**src/rtl/gpio_window_capture.sv**
```systemverilog
// Snoops GPIO writes, captures in-window {offset, data} into a FIFO and streams them out.
// Latency: hit on cycle N is visible on out_valid at N+1 (registered FIFO, no comb path from inputs).
// Backpressure: out_ready low holds the head entry; a hit into a full FIFO without a pop is dropped and flagged.
module gpio_window_capture #(
    parameter int DATA_W   = 8,
    parameter int ADDR_W   = 32,
    parameter int WIN_LO   = 152100,
    parameter int WIN_HI   = 304199,
    parameter int DEPTH    = 16,
    parameter int MAX_CAPT = 25
) (
    input  logic              clk,
    input  logic              rst,
    input  logic              start,
    input  logic [ADDR_W-1:0] GPIOaddr,
    input  logic [DATA_W-1:0] GPIO,
    input  logic              GPIOEn,
    output logic [DATA_W-1:0] out_data,
    output logic [ADDR_W-1:0] out_off,
    output logic              out_valid,
    input  logic              out_ready,
    output logic [31:0]       capt_cnt,
    output logic              busy,
    output logic              done,
    output logic              overflow
);

    localparam int PW = $clog2(DEPTH);
    localparam logic [ADDR_W-1:0] LO_A  = ADDR_W'(WIN_LO);
    localparam logic [ADDR_W-1:0] HI_A  = ADDR_W'(WIN_HI);
    localparam logic [31:0]       MAX_C = 32'(MAX_CAPT);

    typedef enum logic [1:0] {
        S_IDLE  = 2'd0,
        S_ARMED = 2'd1,
        S_DRAIN = 2'd2,
        S_DONE  = 2'd3
    } state_t;

    state_t            state_q, state_d;
    logic [PW:0]       wr_ptr_q, wr_ptr_d;
    logic [PW:0]       rd_ptr_q, rd_ptr_d;
    logic [31:0]       capt_cnt_q, capt_cnt_d;
    logic              overflow_q, overflow_d;

    logic [DATA_W-1:0] dat_mem_q [DEPTH];
    logic [ADDR_W-1:0] off_mem_q [DEPTH];

    logic              fifo_empty;
    logic              fifo_full;
    logic              in_win;
    logic              hit;
    logic              pop;
    logic              armed_hit;
    logic              push;
    logic              drop;
    logic [ADDR_W-1:0] hit_off;

    // FIFO status, window decode and push/pop qualification
    always_comb begin
        fifo_empty = (wr_ptr_q == rd_ptr_q);
        fifo_full  = (wr_ptr_q[PW] != rd_ptr_q[PW]) &&
                     (wr_ptr_q[PW-1:0] == rd_ptr_q[PW-1:0]);
        in_win     = (GPIOaddr >= LO_A) && (GPIOaddr <= HI_A);
        hit        = GPIOEn && in_win;
        pop        = !fifo_empty && out_ready;
        armed_hit  = (state_q == S_ARMED) && hit;
        // A full FIFO still takes the hit when the head leaves on the same edge.
        push       = armed_hit && (!fifo_full || pop);
        drop       = armed_hit && fifo_full && !pop;
        hit_off    = GPIOaddr - LO_A;
    end

    // Next-state: run control, capture counter, sticky overflow, FIFO pointers
    always_comb begin
        state_d    = state_q;
        capt_cnt_d = capt_cnt_q;
        overflow_d = overflow_q;
        wr_ptr_d   = wr_ptr_q;
        rd_ptr_d   = rd_ptr_q;

        case (state_q)
            S_IDLE, S_DONE: begin
                if (start) begin
                    state_d    = S_ARMED;
                    capt_cnt_d = 32'd0;
                    overflow_d = 1'b0;
                end
            end
            S_ARMED: begin
                if (push) begin
                    capt_cnt_d = capt_cnt_q + 32'd1;
                    if ((MAX_C != 32'd0) && (capt_cnt_q + 32'd1 == MAX_C)) begin
                        state_d = S_DRAIN;
                    end
                end
                if (drop) begin
                    overflow_d = 1'b1;
                end
            end
            S_DRAIN: begin
                if (fifo_empty) begin
                    state_d = S_DONE;
                end
            end
            default: state_d = S_IDLE;
        endcase

        if (push) begin
            wr_ptr_d = wr_ptr_q + (PW+1)'(1);
        end
        if (pop) begin
            rd_ptr_d = rd_ptr_q + (PW+1)'(1);
        end
    end

    // State and pointer registers
    always_ff @(posedge clk) begin
        if (rst) begin
            state_q    <= S_IDLE;
            wr_ptr_q   <= '0;
            rd_ptr_q   <= '0;
            capt_cnt_q <= 32'd0;
            overflow_q <= 1'b0;
        end else begin
            state_q    <= state_d;
            wr_ptr_q   <= wr_ptr_d;
            rd_ptr_q   <= rd_ptr_d;
            capt_cnt_q <= capt_cnt_d;
            overflow_q <= overflow_d;
        end
    end

    // FIFO storage; contents need no reset because the pointers gate visibility
    always_ff @(posedge clk) begin
        if (push) begin
            dat_mem_q[wr_ptr_q[PW-1:0]] <= GPIO;
            off_mem_q[wr_ptr_q[PW-1:0]] <= hit_off;
        end
    end

    // Outputs: head entry shown only while valid so idle/reset values read as zero
    always_comb begin
        out_valid = !fifo_empty;
        out_data  = fifo_empty ? '0 : dat_mem_q[rd_ptr_q[PW-1:0]];
        out_off   = fifo_empty ? '0 : off_mem_q[rd_ptr_q[PW-1:0]];
        capt_cnt  = capt_cnt_q;
        busy      = (state_q == S_ARMED) || (state_q == S_DRAIN);
        done      = (state_q == S_DONE);
        overflow  = overflow_q;
    end

endmodule

```
**config.mk**
```make
export PLATFORM = sky130hd
export DESIGN_NAME = gpio_window_capture
export DESIGN_NICKNAME = d
export VERILOG_FILES = /design/src/rtl/gpio_window_capture.sv
export SDC_FILE = /design/constraint.sdc
export NUM_CORES = 1
export LEC_CHECK = 0
export ABC_AREA = 1
export BUFFER_PORTS_ARGS = -buffer_cell sky130_fd_sc_hd__buf_4
export CAP_MARGIN = 25
export CORE_MARGIN = 2
export CORE_UTILIZATION = 55
export DETAILED_ROUTE_END_ITERATION = 8
export PLACE_DENSITY = 0.78
export SETUP_SLACK_MARGIN = 0.2
export SYNTH_ARGS = -nofsm -noshare
export SYNTH_HDL_FRONTEND = slang
export SYNTH_SLANG_ARGS = --single-unit
```
**constraint.sdc**
```tcl
create_clock -name clk -period 5 [get_ports clk]
set_input_delay 0.5 -clock clk [delete_from_list [all_inputs] [get_ports clk]]
set_output_delay 0.5 -clock clk [all_outputs]
set_load 0.005 [all_outputs]
```
# After elaboration in Yosys (flattened, before gate mapping)
# Memory sizes are Yosys's and may differ from the RTL's. A register that Yosys moved wholly into a read port is not among the register bits.
# Index checks and enable logic that the tools add are counted.
dict set report classes {
  n_addsub 4
  magnitude_cmp 2
  n_eq_ne 12
  n_mux 19
  n_reduce_logical 19
}
# op n
set op_table {}
lappend op_table {{2-to-1 mux 32 bit} 3}
lappend op_table {{case mux 32 bit (2 select lines)} 1}
lappend op_table {{adder 32 x 1 -> 32 bit (second input constant)} 1}
lappend op_table {{equality test 32 x 5 -> 1 bit (second input constant)} 1}
lappend op_table {{>= comparator 32 x 18 -> 1 bit (second input constant)} 1}
lappend op_table {{<= comparator 32 x 19 -> 1 bit (second input constant)} 1}
lappend op_table {{subtractor 32 x 18 -> 32 bit (second input constant)} 1}
lappend op_table {{2-to-1 mux 4 bit} 4}
lappend op_table {{adder 5 x 1 -> 5 bit (second input constant)} 2}
lappend op_table {{logical AND 1 bit} 8}
lappend op_table {{2-to-1 mux 2 bit} 4}
lappend op_table {{2-to-1 mux 8 bit} 1}
lappend op_table {{!= test 2 bit (second input constant)} 4}
lappend op_table {{case mux 2 bit (3 select lines)} 1}
lappend op_table {{AND reduction 3 bit} 2}
lappend op_table {{equality test 5 bit} 1}
lappend op_table {{equality test 2 bit (second input constant)} 2}
lappend op_table {{equality test 4 bit} 1}
lappend op_table {{2-to-1 mux 1 bit} 4}
lappend op_table {{AND reduction 4 bit} 1}
lappend op_table {{logical NOT 1 bit} 3}
lappend op_table {{equality test 2 x 1 -> 1 bit (second input constant)} 1}
lappend op_table {{logical NOT 2 bit} 1}
lappend op_table {{logical OR 1 bit} 2}
lappend op_table {{other kinds (5)} 5}
dict set report totals {
  register_bits 45
  ram_bits 640
  mem_count 2
}
# memory depth width read_ports rd_clocked_by_memory_dff write_ports line
set memory_table {}
lappend memory_table {off_mem_q 16 32 1 1 1 47} ;# logic [ADDR_W-1:0] off_mem_q [DEPTH];
lappend memory_table {dat_mem_q 16 8 1 1 1 46} ;# logic [DATA_W-1:0] dat_mem_q [DEPTH];

# Longest topological paths before layout
# Gate-level depths: netlist of run 1.
dict set report logic_depth {
  depth_word 8
  mapped_depth 17
  ltp_nobuf 16
}

# Least setup slack after synthesis of run 1
# OpenSTA, ideal clock, no wires.
dict set report synth_path {
  kind {input to register}
  start {input port GPIOaddr[2]}
  end {memory dat_mem_q[0][0], enable pin}
  setup_ps 437
  arrival_ps 3470
  setup_slack_ps 1093
  cell_stages 13
  cell_sequence {inv_1 > ha_1 > nand2_1 > nand2_1 > nand2_1 > nand3_1 > nand3_2 > nor2_2 > nor2_4 > nand3_4 > inv_2 > nand2_1 > nor2_1}
}
dict set report synth_between {
  elab_chain_cells 7
  elab_cells_between_ends 8
}
# item line
set synth_rtl {}
lappend synth_rtl {{start, declared} 15} ;# input logic [ADDR_W-1:0] GPIOaddr,
lappend synth_rtl {{>= comparator 32 x 18 -> 1 bit or <= comparator 32 x 19 -> 1 bit (tied branches)} 64} ;# in_win = (GPIOaddr >= LO_A) && (GPIOaddr <= HI_A);
lappend synth_rtl {{logical AND 1 bit *} 64}
lappend synth_rtl {{logical AND 1 bit *} 65} ;# hit = GPIOEn && in_win;
lappend synth_rtl {{logical AND 1 bit *} 67} ;# armed_hit = (state_q == S_ARMED) && hit;
lappend synth_rtl {{logical AND 1 bit *} 69} ;# push = armed_hit && (!fifo_full || pop);
lappend synth_rtl {{2-to-1 mux 1 bit *} 136} ;# if (push) begin
lappend synth_rtl {{2-to-1 mux 1 bit (not written as such) *} 137} ;# dat_mem_q[wr_ptr_q[PW-1:0]] <= GPIO;
lappend synth_rtl {{end, declared} 46}
# Mark *: on every way between the ends. The rest lies on a longest branch, timed or not.

==> run summary, run 1 <==
Status - finished, final reports clean
Most frequent cells in the layout - edfxtp_1, a21oi_1, inv_1
TritonCTS Sinks - 689
Syn_area_per_cell - 12.2 um2
TritonCTS clock tree - done
Flop pwr share - 49.4%
Yosys cell types - 40
Worst-Margin Slew - 1080 ps
Hold Path Class - primary input to flop
Crit path launch type - flop
Syn Inst Count - 2437
Clock skew - 21.0 ps
HPWL after DPL - 47800 um
Starting Density - 55.4%
Post-Syn Nets - 2495
Global-route usage over all layers - 27.1%
Proportion of layout cells with a drive suffix above 1 - 13.6%
Worst Hold Slack - 110 ps
Die Height - 236 um
Switching share of power - 24.9%
TritonRoute pass-1 iters - 5
H-tree Lvls - 3
Worst setup EP type - output port
Minimum clock period - 3740 ps
Post-CTS sizing - 0
Rel. slew slack - 27.9%
GP Congestion - 0.916
Worst r2r path cells - 8
Final Non-Filler Cells - 3308
R2R Setup Slk - 1720 ps
Fin. Hold Viols - 0
Clock Latency Late Sink - 600 ps
Synth Area in Simple Gates - 7.97%
Post-synth EDFFs - 640
Nets - 2615
Core footprint - 0.0536 mm2
Via Count - 20100
DR iter-0 viols - 2373
Pwr/cell area - 391 mW/mm2
Leakage - 11.5 nW
Final period utilization - 74.8%
Routed len/inst - 22.9 um
XOR/XNOR Fraction of Synth Area - 0.827%
Area Growth Syn to Fin - 14.6%
RR Startpoint - state_q[0]
CTS Hold Buffers Added - 0
Crit path max fanout - 67
Drc violations - 0
Main combinational cell family by area after synthesis - compound AO/OA/AOI/OAI gates
Max Clk Rate - 267 MHz
FFs w/ async S/R, synth - 0%
Prevailing post-synth register cell - edfxtp_1
Count of pins over their slew limit - 0
TritonCTS buffer count - 71
Peak supply drop - 0.265 mV
#FFs+latches synth - 689
Root Driver - clkbuf_16
Post-CTS Setup Inserts - 0
Inst Count DP - 3176
Setup CP Type - flop to output port
Initial antenna violation count - 3
CP Cell Sequence - buf_12 > buf_4 > a21oi_1 > o21ai_0 > o211ai_1 > nand3_1 > a21oi_1 > buf_4
Mux share of post-synthesis cell area - 5.40%
Post-route ant nets - 0
Min-delay src - rst
Sum Neg Setup Slack - 0 ps
Input/output buffers - 120
Cell row count - 85
Switching power - 3.31 mW
Combinational fraction of design power - 11.4%
Number of synthesis warnings - 0
WL final - 75800 um
Hold depth - 2
Die ar. - 0.0558 mm2
Reg-to-Reg End - off_mem_q[14][10]
Slowest-stage cell, CP - dfxtp_4
Most common cell after layout, fill and taps aside - edfxtp_1
# IOs - 121
Clock-pin slew on the worst setup and hold paths - 70 ps
Arrival time worst endpoint - 3240 ps
Max clock buf depth - 3
Post-Synth Adder-Cell Area - 0.548%
Overall power - 13.3 mW
Max Cap Viol - 0
First-pass GRT wire length - 114000 um
Worst EP required - 4500 ps
Horiz. Die Dim - 236 um
Final global-route overflow total - 0
Worst Hold End - capt_cnt[1]
Compound-gate portion of the synthesized area - 12.2%
Int Power - 9.99 mW
RSZ-0062 raised after global routing - no
CP bufs+invs - 3
Number of global-route vias before repair - 19800
Vias per cell - 6.06
CP peak stage delay - 980 ps
Sequential area share after synthesis - 68.1%
Finish-stage setup viols - 0
Mapped cell area - 0.0297 mm2
Largest net degree at the start of global routing - 81
Top Family by Delay on Critical Path - flip-flops
Clock network fraction of design power - 39.2%
## synth_stat cells (2+ instances only)
cell type	n	area share, %
dfxtp_1	49	3.3
nand2_2	7	0.15
xor2_1	25	0.74
nor2_1	146	1.8
a21oi_1	263	4.4
nor2_4	7	0.27
inv_2	8	0.10
nor3_2	2	0.067
nand3_1	114	1.9
o21ai_0	210	3.5
nor3_1	11	0.19
nand3_2	2	0.067
edfxtp_1	640	65
buf_1	6	0.076
nand4_1	7	0.15
ha_1	13	0.55
nand2_1	206	2.6
o211ai_1	161	4.1
inv_1	235	3.0
xnor2_1	3	0.089
buf_6	2	0.076
nor2_2	8	0.17
clkbuf_1	102	1.3
nand3b_1	12	0.30
buf_2	20	0.34
buf_4	3	0.076
mux2i_1	160	5.4
o21ai_1	3	0.051
## kinds of logic (layout without fill, tap and decap cells)
| kind of cell | count (synthesis) | after routing |
|---|---|---|
| DFF | 689 | 689 |
| and+or+nand+nor | 529 | 529 |
| AOI/OAI and AO/OA | 641 | 641 |
| other | 0 | 1 |
| buffers and inverters | 377 | 551 |
| xor gates and xnor gates | 28 | 28 |
| adders and majority gates | 13 | 13 |
| muxes | 160 | 160 |
## per-layer routing
metal	GRT usage [%]	vias to the layer above	part of all wire, %
met5	0	-	0.033
met4	9.09	4	2.4
met3	7.43	123	11
met2	42.0	1062	46
met1	37.3	9781	40
li1	-	9081	-
## stage by stage
step	worst slack, ps	utilization [%]	area [um2]
6_report	1260	63.4	34000
3_5_place_dp	1090	59.1	31700
3_3_place_gp	1260	59.0	31600
2_1_floorplan	1090	-	29700
4_1_cts	1280	63.3	33900
5_1_grt	1130	63.4	34000
## power by group through the flow
stage                     Sequential (mW)  Clock [mW]  Combinational [mW]
after floorplan                      6.63           0               0.949
after global placement               6.68           0                1.42
after detailed placement             6.68           0                1.49
after CTS                            6.56        5.25                1.50
after global routing                 6.58        5.48                1.67
final                                6.56        5.22                1.52
## final cells by class
| type | count | area (um2) |
|---|---|---|
| sequential | 689 | 20200 |
| fill | 3936 | 19600 |
| multi-input combinational | 1371 | 8200 |
| clock buffer | 82 | 1860 |
| timing repair buffer | 181 | 1510 |
| inverter | 243 | 915 |
| tap | 696 | 871 |
| clock inverter | 45 | 413 |
| antenna | 1 | 2.50 |
## sequential cells by signal, summed over array words and instances (netlist names), named ones only
signal / count
rd_ptr_q: 5
state_q: 2
wr_ptr_q: 5
overflow: 1
capt_cnt: 32
off_mem_q: 512
dat_mem_q: 128
## how the worst max path moves through the flow
stage	from	end	slack, ps	depth (start not counted)
floorplan	GPIOaddr[2]	dat_mem_q[0][0]	1090	13
global placement	GPIOaddr[2]	dat_mem_q[14][4]	1260	15
detailed placement	GPIOaddr[2]	dat_mem_q[14][4]	1090	15
CTS	flop	out_off[7]	1280	8
global route	flop	out_off[7]	1130	8
finish	flop	out_off[7]	1260	8
## worst register-to-register path: stages (launching register included)
cell and delay, ps:
dfxtp_1 420, ha_1 450, nand2_1 250, nor2_4 190, nand3_4 140, inv_2 140, nand2_1 290, nor2_4 590
buf_4 440
Power figures use the tool's default switching activity.
==> inputs of run 2 (changes only) <==
--- a/config.mk
+++ b/config.mk
@@ -11,7 +11,7 @@
 export CORE_MARGIN = 2
 export CORE_UTILIZATION = 55
 export DETAILED_ROUTE_END_ITERATION = 8
-export PLACE_DENSITY = 0.78
+export PLACE_DENSITY = 0.81
 export SETUP_SLACK_MARGIN = 0.2
 export SYNTH_ARGS = -nofsm -noshare
 export SYNTH_HDL_FRONTEND = slang
==> constraint.sdc (replaced) <==
create_clock -name clk -period 3.2 [get_ports clk]
set_input_delay 0.32 -clock clk [delete_from_list [all_inputs] [get_ports clk]]
set_output_delay 0.32 -clock clk [all_outputs]
set_load 0.005 [all_outputs]
==> run summary, run 2 (synthesized netlist as in run 1, its figures left out) <==
Minimum clock period - 2950 ps
DR iter-0 viols - 2949 (+24%)
Max FFs per register - 512 (unchanged)
Via Count - 20600 (+2.5%)
Pwr/cell area - 596 mW/mm2 (+52%)
Vias per cell - 6.16 (+1.6%)
GP Congestion - 0.954 (+4.1%)
Max clock buf depth - 3 (unchanged)
Die ar. - 0.0558 mm2 (unchanged)
CP most frequent cell - buf_4
Most frequent cells in the layout - edfxtp_1, a21oi_1, inv_1
Sum Neg Setup Slack - 0 ps (unchanged)
Worst setup EP type - output port
CP Cell Sequence - buf_4 > buf_8 > buf_16 > a21oi_1 > o21ai_0 > o211ai_1 > nand3_2 > a21oi_2 > buf_4
H-tree Lvls - 3 (unchanged)
Slowest-stage cell, CP - dfxtp_4
Routed len/inst - 23.3 um (+1.8%)
Inst Count DP - 3204 (+0.88%)
Input/output buffers - 120 (unchanged)
Final Non-Filler Cells - 3338 (+0.91%)
Count of pins over their slew limit - 0 (unchanged)
Worst Hold Slack - 52.3 ps (-57.3 ps)
TritonCTS Sinks - 689 (unchanged)
First-pass GRT wire length - 117000 um (+2.2%)
Worst-Margin Slew - 874 ps (-206 ps)
WL final - 77800 um (+2.7%)
Crit path max fanout - 21 (-69%)
Status - finished, final reports clean
Worst EP required - 2880 ps (-1620 ps)
Area Growth Syn to Fin - 15.7%
TritonCTS buffer count - 69 (-2.8%)
Nets - 2649 (+1.3%)
# IOs - 121 (unchanged)
Core footprint - 0.0536 mm2 (unchanged)
Most common cell after layout, fill and taps aside - edfxtp_1
Leakage - 11.6 nW (+1.3%)
CP bufs+invs - 4 (+1)
CP peak stage delay - 360 ps (-620 ps)
Crit path launch type - flop
Final global-route overflow total - 0 (unchanged)
Max Cap Viol - 0 (unchanged)
Arrival time worst endpoint - 2630 ps (-610 ps)
Proportion of layout cells with a drive suffix above 1 - 14.4% (+0.83 points)
Drc violations - 0 (unchanged)
Overall power - 20.4 mW (+54%)
Final core occ - 64.0% (+0.61 points)
Cell row count - 85 (unchanged)
Horiz. Die Dim - 236 um (unchanged)
Die Height - 236 um (unchanged)
HPWL after DPL - 48400 um (+1.3%)
Peak supply drop - 0.401 mV (+51%)
Starting Density - 55.4% (unchanged)
Number of global-route vias before repair - 19800 (+0.23%)
Clock skew - 28.0 ps (+7.00 ps)
Rel. slew slack - 41.7% (+14 points)
Initial antenna violation count - 5 (+2)
RSZ-0062 raised after global routing - yes
TritonCTS clock tree - done
Setup CP Type - flop to output port
Root Driver - clkbuf_16
Clock-pin slew on the worst setup and hold paths - 60 ps (about the same)
Finish-stage setup viols - 0 (unchanged)
Max Clk Rate - 339 MHz
Global-route usage over all layers - 27.6% (+0.57 points)
Hold Path Class - primary input to flop
Largest net degree at the start of global routing - 161 (+99%)
Top Family by Delay on Critical Path - compound AO/OA/AOI/OAI gates
Clock Latency Late Sink - 630 ps (+30 ps)
Post-route ant nets - 0 (unchanged)
TritonRoute pass-1 iters - 6 (+1)
Final period utilization - 92.3%
Fin. Hold Viols - 0 (unchanged)
-- run 2: report_power, final --
part | internal, mW | leakage (nW) | switching (mW)
clock network | 4.38 | 1.05 | 3.38
logic | 0.854 | 4.42 | 1.60
registers | 10.0 | 6.15 | 0.203
total | 15.3 | 11.6 | 5.18
-- run 2: repair_timing --
| action | CTS | global route |
|---|---|---|
| gates resized for setup | 2 | 13 |
| setup buffers | 7 | 0 |
| gates cloned | 0 | 1 |
| pin swaps | 0 | 3 |
| hold endpoints to repair | 4 | 0 |
| endpoints found under the setup margin | 40 | 15 |
| hold buffers | 2 | 0 |
-- run 2: final cells by class --
class | count | area (um2)
clock inverters | 31 | 315
multi-input cells | 1371 | 8180
clock buffers | 90 | 1850
well taps | 696 | 871
repair buffers | 217 | 1970
inverters | 243 | 920
fillers | 3787 | 19300
flip-flops and latches | 689 | 20200
diodes | 1 | 2.50
-- run 2: worst paths after layout --
| path | start | depth (start not counted) | slack, ps | end |
|---|---|---|---|---|
| setup / recovery | flop | 9 | 250 | out_off[7] |
| hold reg to reg | overflow | 2 | 500 | overflow |
| hold / removal | GPIO[7] | 1 | 50 | dat_mem_q[1][7] |
| setup reg to reg | rd_ptr_q[0] | 10 | 560 | off_mem_q[4][29] |
-- run 2: per-stage QoR --
stage | area, um2 | setup WS, ps
CTS | 34200 | 208
detailed placement | 31900 | 79.1
global route | 34300 | 195
finish | 34300 | 247
floorplan | 29700 | 90.6
global placement | 31900 | 227
-- run 2: worst register-to-register path, delay by kind of cell, from the launching register on --
kind                   cells  cell delay, ps
XOR/XNOR                   1             190
buffers and inverters      2             470
flip-flops                 1             440
AND/OR/NAND/NOR            7            1210
-- run 2: routing by layer --
metal / up-vias / part of all wire [%] / global-route usage (%)
met1: 9935 / 39 / 39.2
li1: 9142 / - / -
met4: 6 / 2.6 / 9.49
met2: 1333 / 46 / 42.6
met5: - / 0.053 / 0
met3: 146 / 12 / 6.05
